[src/rtl/nibble_serial_cla_adder.sv]
// Multi-cycle adder: one 4-bit lookahead nibble per clock, LSB nibble first, valid/ready on both sides.
// Optional signed-overflow output is enabled by defining CLA_SIGNED_OVF_EN.
module nibble_serial_cla_adder #(
   parameter int WIDTH = 16
) (
   input  logic             clk,
   input  logic             rst,
   input  logic             in_valid,
   output logic             in_ready,
   input  logic [WIDTH-1:0] a,
   input  logic [WIDTH-1:0] b,
   input  logic             cin,
   output logic             out_valid,
   input  logic             out_ready,
   output logic [WIDTH-1:0] sum,
`ifdef CLA_SIGNED_OVF_EN
   output logic             ovf,
`endif
   output logic             cout
);

   localparam int NIB = WIDTH / 4;
   localparam int IW  = (NIB > 1) ? $clog2(NIB) : 1;

   typedef enum logic [1:0] {
      IDLE = 2'd0,
      RUN  = 2'd1,
      DONE = 2'd2
   } state_t;

   state_t           state_r;
   logic [IW-1:0]    idx_r;
   logic             carry_r;
   logic [WIDTH-1:0] a_r;
   logic [WIDTH-1:0] b_r;

   logic [3:0] nib_a;
   logic [3:0] nib_b;
   logic [3:0] nib_g;
   logic [3:0] nib_p;
   logic [4:1] nib_c;
   logic [3:0] nib_sum;

   // Carries c1..c4 of a 4-bit block, fully expanded lookahead form.
   function automatic logic [4:1] cla4_carries(input logic [3:0] g, input logic [3:0] p,
                                               input logic ci);
      logic [4:1] c;
      c[1] = g[0] | (p[0] & ci);
      c[2] = g[1] | (p[1] & g[0]) | (p[1] & p[0] & ci);
      c[3] = g[2] | (p[2] & g[1]) | (p[2] & p[1] & g[0]) | (p[2] & p[1] & p[0] & ci);
      c[4] = g[3] | (p[3] & g[2]) | (p[3] & p[2] & g[1]) | (p[3] & p[2] & p[1] & g[0])
           | (p[3] & p[2] & p[1] & p[0] & ci);
      return c;
   endfunction

   // Lookahead datapath for the nibble selected by the current index.
   always_comb begin
      nib_a   = a_r[{idx_r, 2'b00} +: 4];
      nib_b   = b_r[{idx_r, 2'b00} +: 4];
      nib_g   = nib_a & nib_b;
      nib_p   = nib_a ^ nib_b;
      nib_c   = cla4_carries(nib_g, nib_p, carry_r);
      nib_sum = nib_p ^ {nib_c[3], nib_c[2], nib_c[1], carry_r};
   end

   // Control FSM with registered handshake and result outputs.
   always_ff @(posedge clk or posedge rst) begin
      if (rst) begin
         state_r   <= IDLE;
         idx_r     <= {IW{1'b0}};
         carry_r   <= 1'b0;
         a_r       <= {WIDTH{1'b0}};
         b_r       <= {WIDTH{1'b0}};
         sum       <= {WIDTH{1'b0}};
         cout      <= 1'b0;
`ifdef CLA_SIGNED_OVF_EN
         ovf       <= 1'b0;
`endif
         out_valid <= 1'b0;
         in_ready  <= 1'b1;
      end else begin
         case (state_r)
            IDLE: begin
               if (in_valid) begin
                  a_r      <= a;
                  b_r      <= b;
                  carry_r  <= cin;
                  idx_r    <= {IW{1'b0}};
                  in_ready <= 1'b0;
                  state_r  <= RUN;
               end else begin
                  in_ready <= 1'b1;
               end
            end
            RUN: begin
               sum[{idx_r, 2'b00} +: 4] <= nib_sum;
               carry_r                  <= nib_c[4];
               if (idx_r == IW'(NIB - 1)) begin
                  cout      <= nib_c[4];
`ifdef CLA_SIGNED_OVF_EN
                  ovf       <= nib_c[4] ^ nib_c[3];
`endif
                  out_valid <= 1'b1;
                  idx_r     <= {IW{1'b0}};
                  state_r   <= DONE;
               end else begin
                  idx_r <= idx_r + IW'(1);
               end
            end
            DONE: begin
               // Result held stable until the consumer takes it; no same-cycle re-accept.
               if (out_ready) begin
                  out_valid <= 1'b0;
                  in_ready  <= 1'b1;
                  state_r   <= IDLE;
               end else begin
                  out_valid <= 1'b1;
               end
            end
            default: begin
               out_valid <= 1'b0;
               in_ready  <= 1'b1;
               state_r   <= IDLE;
            end
         endcase
      end
   end

endmodule

[config.mk]
export PLATFORM = sky130hd
export DESIGN_NAME = nibble_serial_cla_adder
export DESIGN_NICKNAME = d
export VERILOG_FILES = /design/src/rtl/nibble_serial_cla_adder.sv
export SDC_FILE = /design/constraint.sdc
export NUM_CORES = 1
export LEC_CHECK = 0
export ABC_AREA = 1
export CAP_MARGIN = 20
export CORE_MARGIN = 8
export CORE_UTILIZATION = 40
export DETAILED_ROUTE_END_ITERATION = 8
export PLACE_DENSITY_LB_ADDON = 0.08
export RECOVER_POWER = 100
export SLEW_MARGIN = 20
export SYNTH_ARGS = -nofsm -noshare
export SYNTH_HDL_FRONTEND = slang
export SYNTH_SLANG_ARGS = --single-unit
[constraint.sdc]
create_clock -name clk -period 3.1 [get_ports clk]
set_clock_uncertainty 0.2 [all_clocks]
set_input_delay 0.62 -clock clk [delete_from_list [all_inputs] [get_ports clk]]
set_output_delay 0.62 -clock clk [all_outputs]
set_load 0.01 [all_outputs]
==> impl_metrics.json <==
{
  "clkPwrFrac": 0.134,
  "drive_above_1_share": 0.0333,
  "synth_top_family_by_area": "simple AND/OR/NAND/NOR gates",
  "cts_setup_buffers": 0,
  "cp_top_family": "buffers and inverters",
  "setup_viol": 0,
  "grt_pass1_wl_mm": 11.2,
  "relSlewSlack": 0.243,
  "cts_max_level": 2,
  "start_kind": "flip-flop",
  "numCtsBuffers": 5,
  "chipWidth_um": 98.4,
  "status": "completed",
  "clkTransAtPathRegs_ps": 100,
  "dp_slack_ps": 683,
  "reg2reg_depth": 10,
  "startpoint": "idx_r[0]",
  "ant_nets": 0,
  "synth-seq-cells": 56,
  "cts_buffer_depth": 2,
  "io_pins": 56,
  "dieArea_um2": 9690,
  "pwr-share-comb": 0.512,
  "clk_latency_ps": 310,
  "port-buffer-count": 55,
  "hold_viol_final": 0,
  "clock-root-buffer": "clkbuf_8",
  "hpwl_mm": 4.82,
  "synth-adder-area-share": 0.0718,
  "drt_iter0_drc": 76,
  "grt_overflow": 0,
  "hold_path.class": "flip-flop to flip-flop",
  "cap_violations": 0,
  "min_path_cells": 2,
  "path_buf_inv": 2,
  "internal_power_mw": 1.98,
  "r2r_start": "idx_r[0]",
  "syn_nets": 385,
  "power.switching_mw": 1.54,
  "drt-total-wl_mm": 6.36,
  "cp.required_ps": 3150,
  "postCtsResizedCells": 0,
  "place.gp.congestion": 0.871,
  "slowest_delay_ps": 390,
  "max_freq_ghz": 0.399,
  "slew_violations": 0,
  "area_delta_synth_final_pct": 26.9,
  "fp-row-count": 30,
  "period_share": 0.808,
  "synth-simple-area-share": 0.265,
  "synth_xor_area_frac": 0.00644,
  "ys_types": 27,
  "grt_pass1_vias": 2372,
  "core_um2": 6680,
  "drt_first_pass_iters": 4,
  "crit_path_top_delay_cell": "dfrtp_1",
  "p_leak_nw": 1.78,
  "hp-start": "sum[3]",
  "drc": 0,
  "floorplan.initialDensity": 0.407,
  "fin_crit_ps": 2500,
  "pwr-share-seq": 0.354,
  "final_cell_mix": "142 x nand2_1, 55 x dfrtp_1, 34 x clkdlybuf4s50_1, 31 x o21ai_0, 23 x nor2_1",
  "routed_via_density": 4.81,
  "yosys_warnings": 0,
  "vdd_drop_max_mv": 0.360,
  "grt_max_degree": 34,
  "grt_setup_unrepaired": "no",
  "synth_compound_area_frac": 0.0930,
  "muxShareOfSynthArea": 0,
  "critPathCaptureType": "flip-flop",
  "reg2reg_slack_ps": 600,
  "cp.depth": 10,
  "wl_per_cell_um": 13.5,
  "cp_common_cell": "nand2_1",
  "cts.sinks": 56,
  "cts_hold_buf": 0,
  "path_max_fanout": 17,
  "cts_tree": "done",
  "die_height_um": 98.4,
  "fin_util": 0.516,
  "pwr_density_cell_nw_per_um2": 1020,
  "antenna_found_initial": 0,
  "critPathKind": "flip-flop to flip-flop",
  "grt.total_usage": 0.138,
  "finalSetupTns_ps": 0,
  "tightest_slew_ps": 1130,
  "nets": 441,
  "ys_seq_area_frac": 0.516,
  "syn-instance-count": 333,
  "fill_cells": 682,
  "n_antenna_cell": 0,
  "fin_total_pwr_mw": 3.52,
  "synth_area_um2": 2720,
  "routed-via-count": 2263,
  "final_common_cell": "nand2_1",
  "syn_area_per_cell_um2": 8.16,
  "path_cells": "inv_1 > clkbuf_1 > nor2_1 > o22ai_1 > ha_1 > nand2_1 > nand3_1 > nor2_1 > nand2_1 > nand2_1",
  "switching_share": 0.438,
  "cp_data_arrival_time_ps": 2560,
  "setup_slack_ps": 595
}
-- stage by stage --
step	area, um^2	hold WS, ps	cells
floorplan	2720	244	333
global placement	3370	264	462
detailed placement	3370	265	462
CTS	3480	291	470
global route	3450	305	470
finish	3450	280	470
-- synth_stat cells, drive strengths merged --
library cell    n  area [um^2]
a21oi           2         10.0
a41oi           1         8.76
buf             4         22.5
clkbuf          7         26.3
clkinv          1         3.75
dfrtp          55         1380
dfstp           1         26.3
fa              1         20.0
ha             14          175
inv            21         78.8
nand2         142          536
nand3           8         45.0
nand4           6         37.5
nor2           23         88.8
o21ai          33          169
o22ai           8         50.1
o31ai           2         15.0
or2             2         12.5
xnor2           1         8.76
xor2            1         8.76
-- worst register-to-register path: stages (launching register included) --
cell and delay [ps]:
dfrtp_1 390, inv_1 350, clkbuf_1 380, nor2_1 80, o22ai_1 200, ha_1 280
nand2_1 160, nand3_1 140, nor2_1 150, nand2_1 60, nand2_1 60
-- final timing paths --
| kind | endpoint |
|---|---|
| min in group asynchronous | state_r[1] |
| worst min-delay path | sum[3] |
| worst min register to register | sum[3] |
| max in group asynchronous | b_r[3] |
| worst max register to register | sum[15] |
| worst max-delay path | sum[15] |
-- kinds of logic after synthesis --
group | Yosys count
flops | 56
buf+inv | 33
fa+ha+maj | 15
compound gates | 46
simple gates | 181
xor+xnor | 2
-- state kept, by name, summed over array words and instances (netlist names) --
name       count
a_r           16
b_r           16
carry_r        1
cout           1
idx_r          2
in_ready       1
out_valid      1
state_r        2
sum           16
-- per-layer routing --
metal  vias to the layer above  GRT usage  share of wire  routed length, um
met2                        42      0.235           0.49               3100
met4                         0     0.0319         0.0096                 61
met3                         7     0.0388          0.045                283
met5                         -          0              0                  0
met1                      1043      0.168           0.46               2910
li1                       1171          -              -                  -
-- power groups by stage --
stage,sequential (mW),clock (mW),combinational [mW]
3_3_place_gp,1.27,0,1.87
2_1_floorplan,1.25,0,1.26
6_report,1.24,0.472,1.80
3_5_place_dp,1.27,0,1.90
5_1_grt,1.28,0.515,2.08
4_1_cts,1.25,0.494,1.91
-- cell type report --
type	count	area, um^2	share of cell area
inverter	22	82.6	0.0239
tap	80	100	0.0290
timing repair buffer	60	582	0.169
clock buffer	5	68.8	0.0199
sequential	56	1400	0.407
multi-input combinational	244	1170	0.339
clock inverter	3	42.5	0.0123
Note: power is estimated with default switching activity, not from simulation.
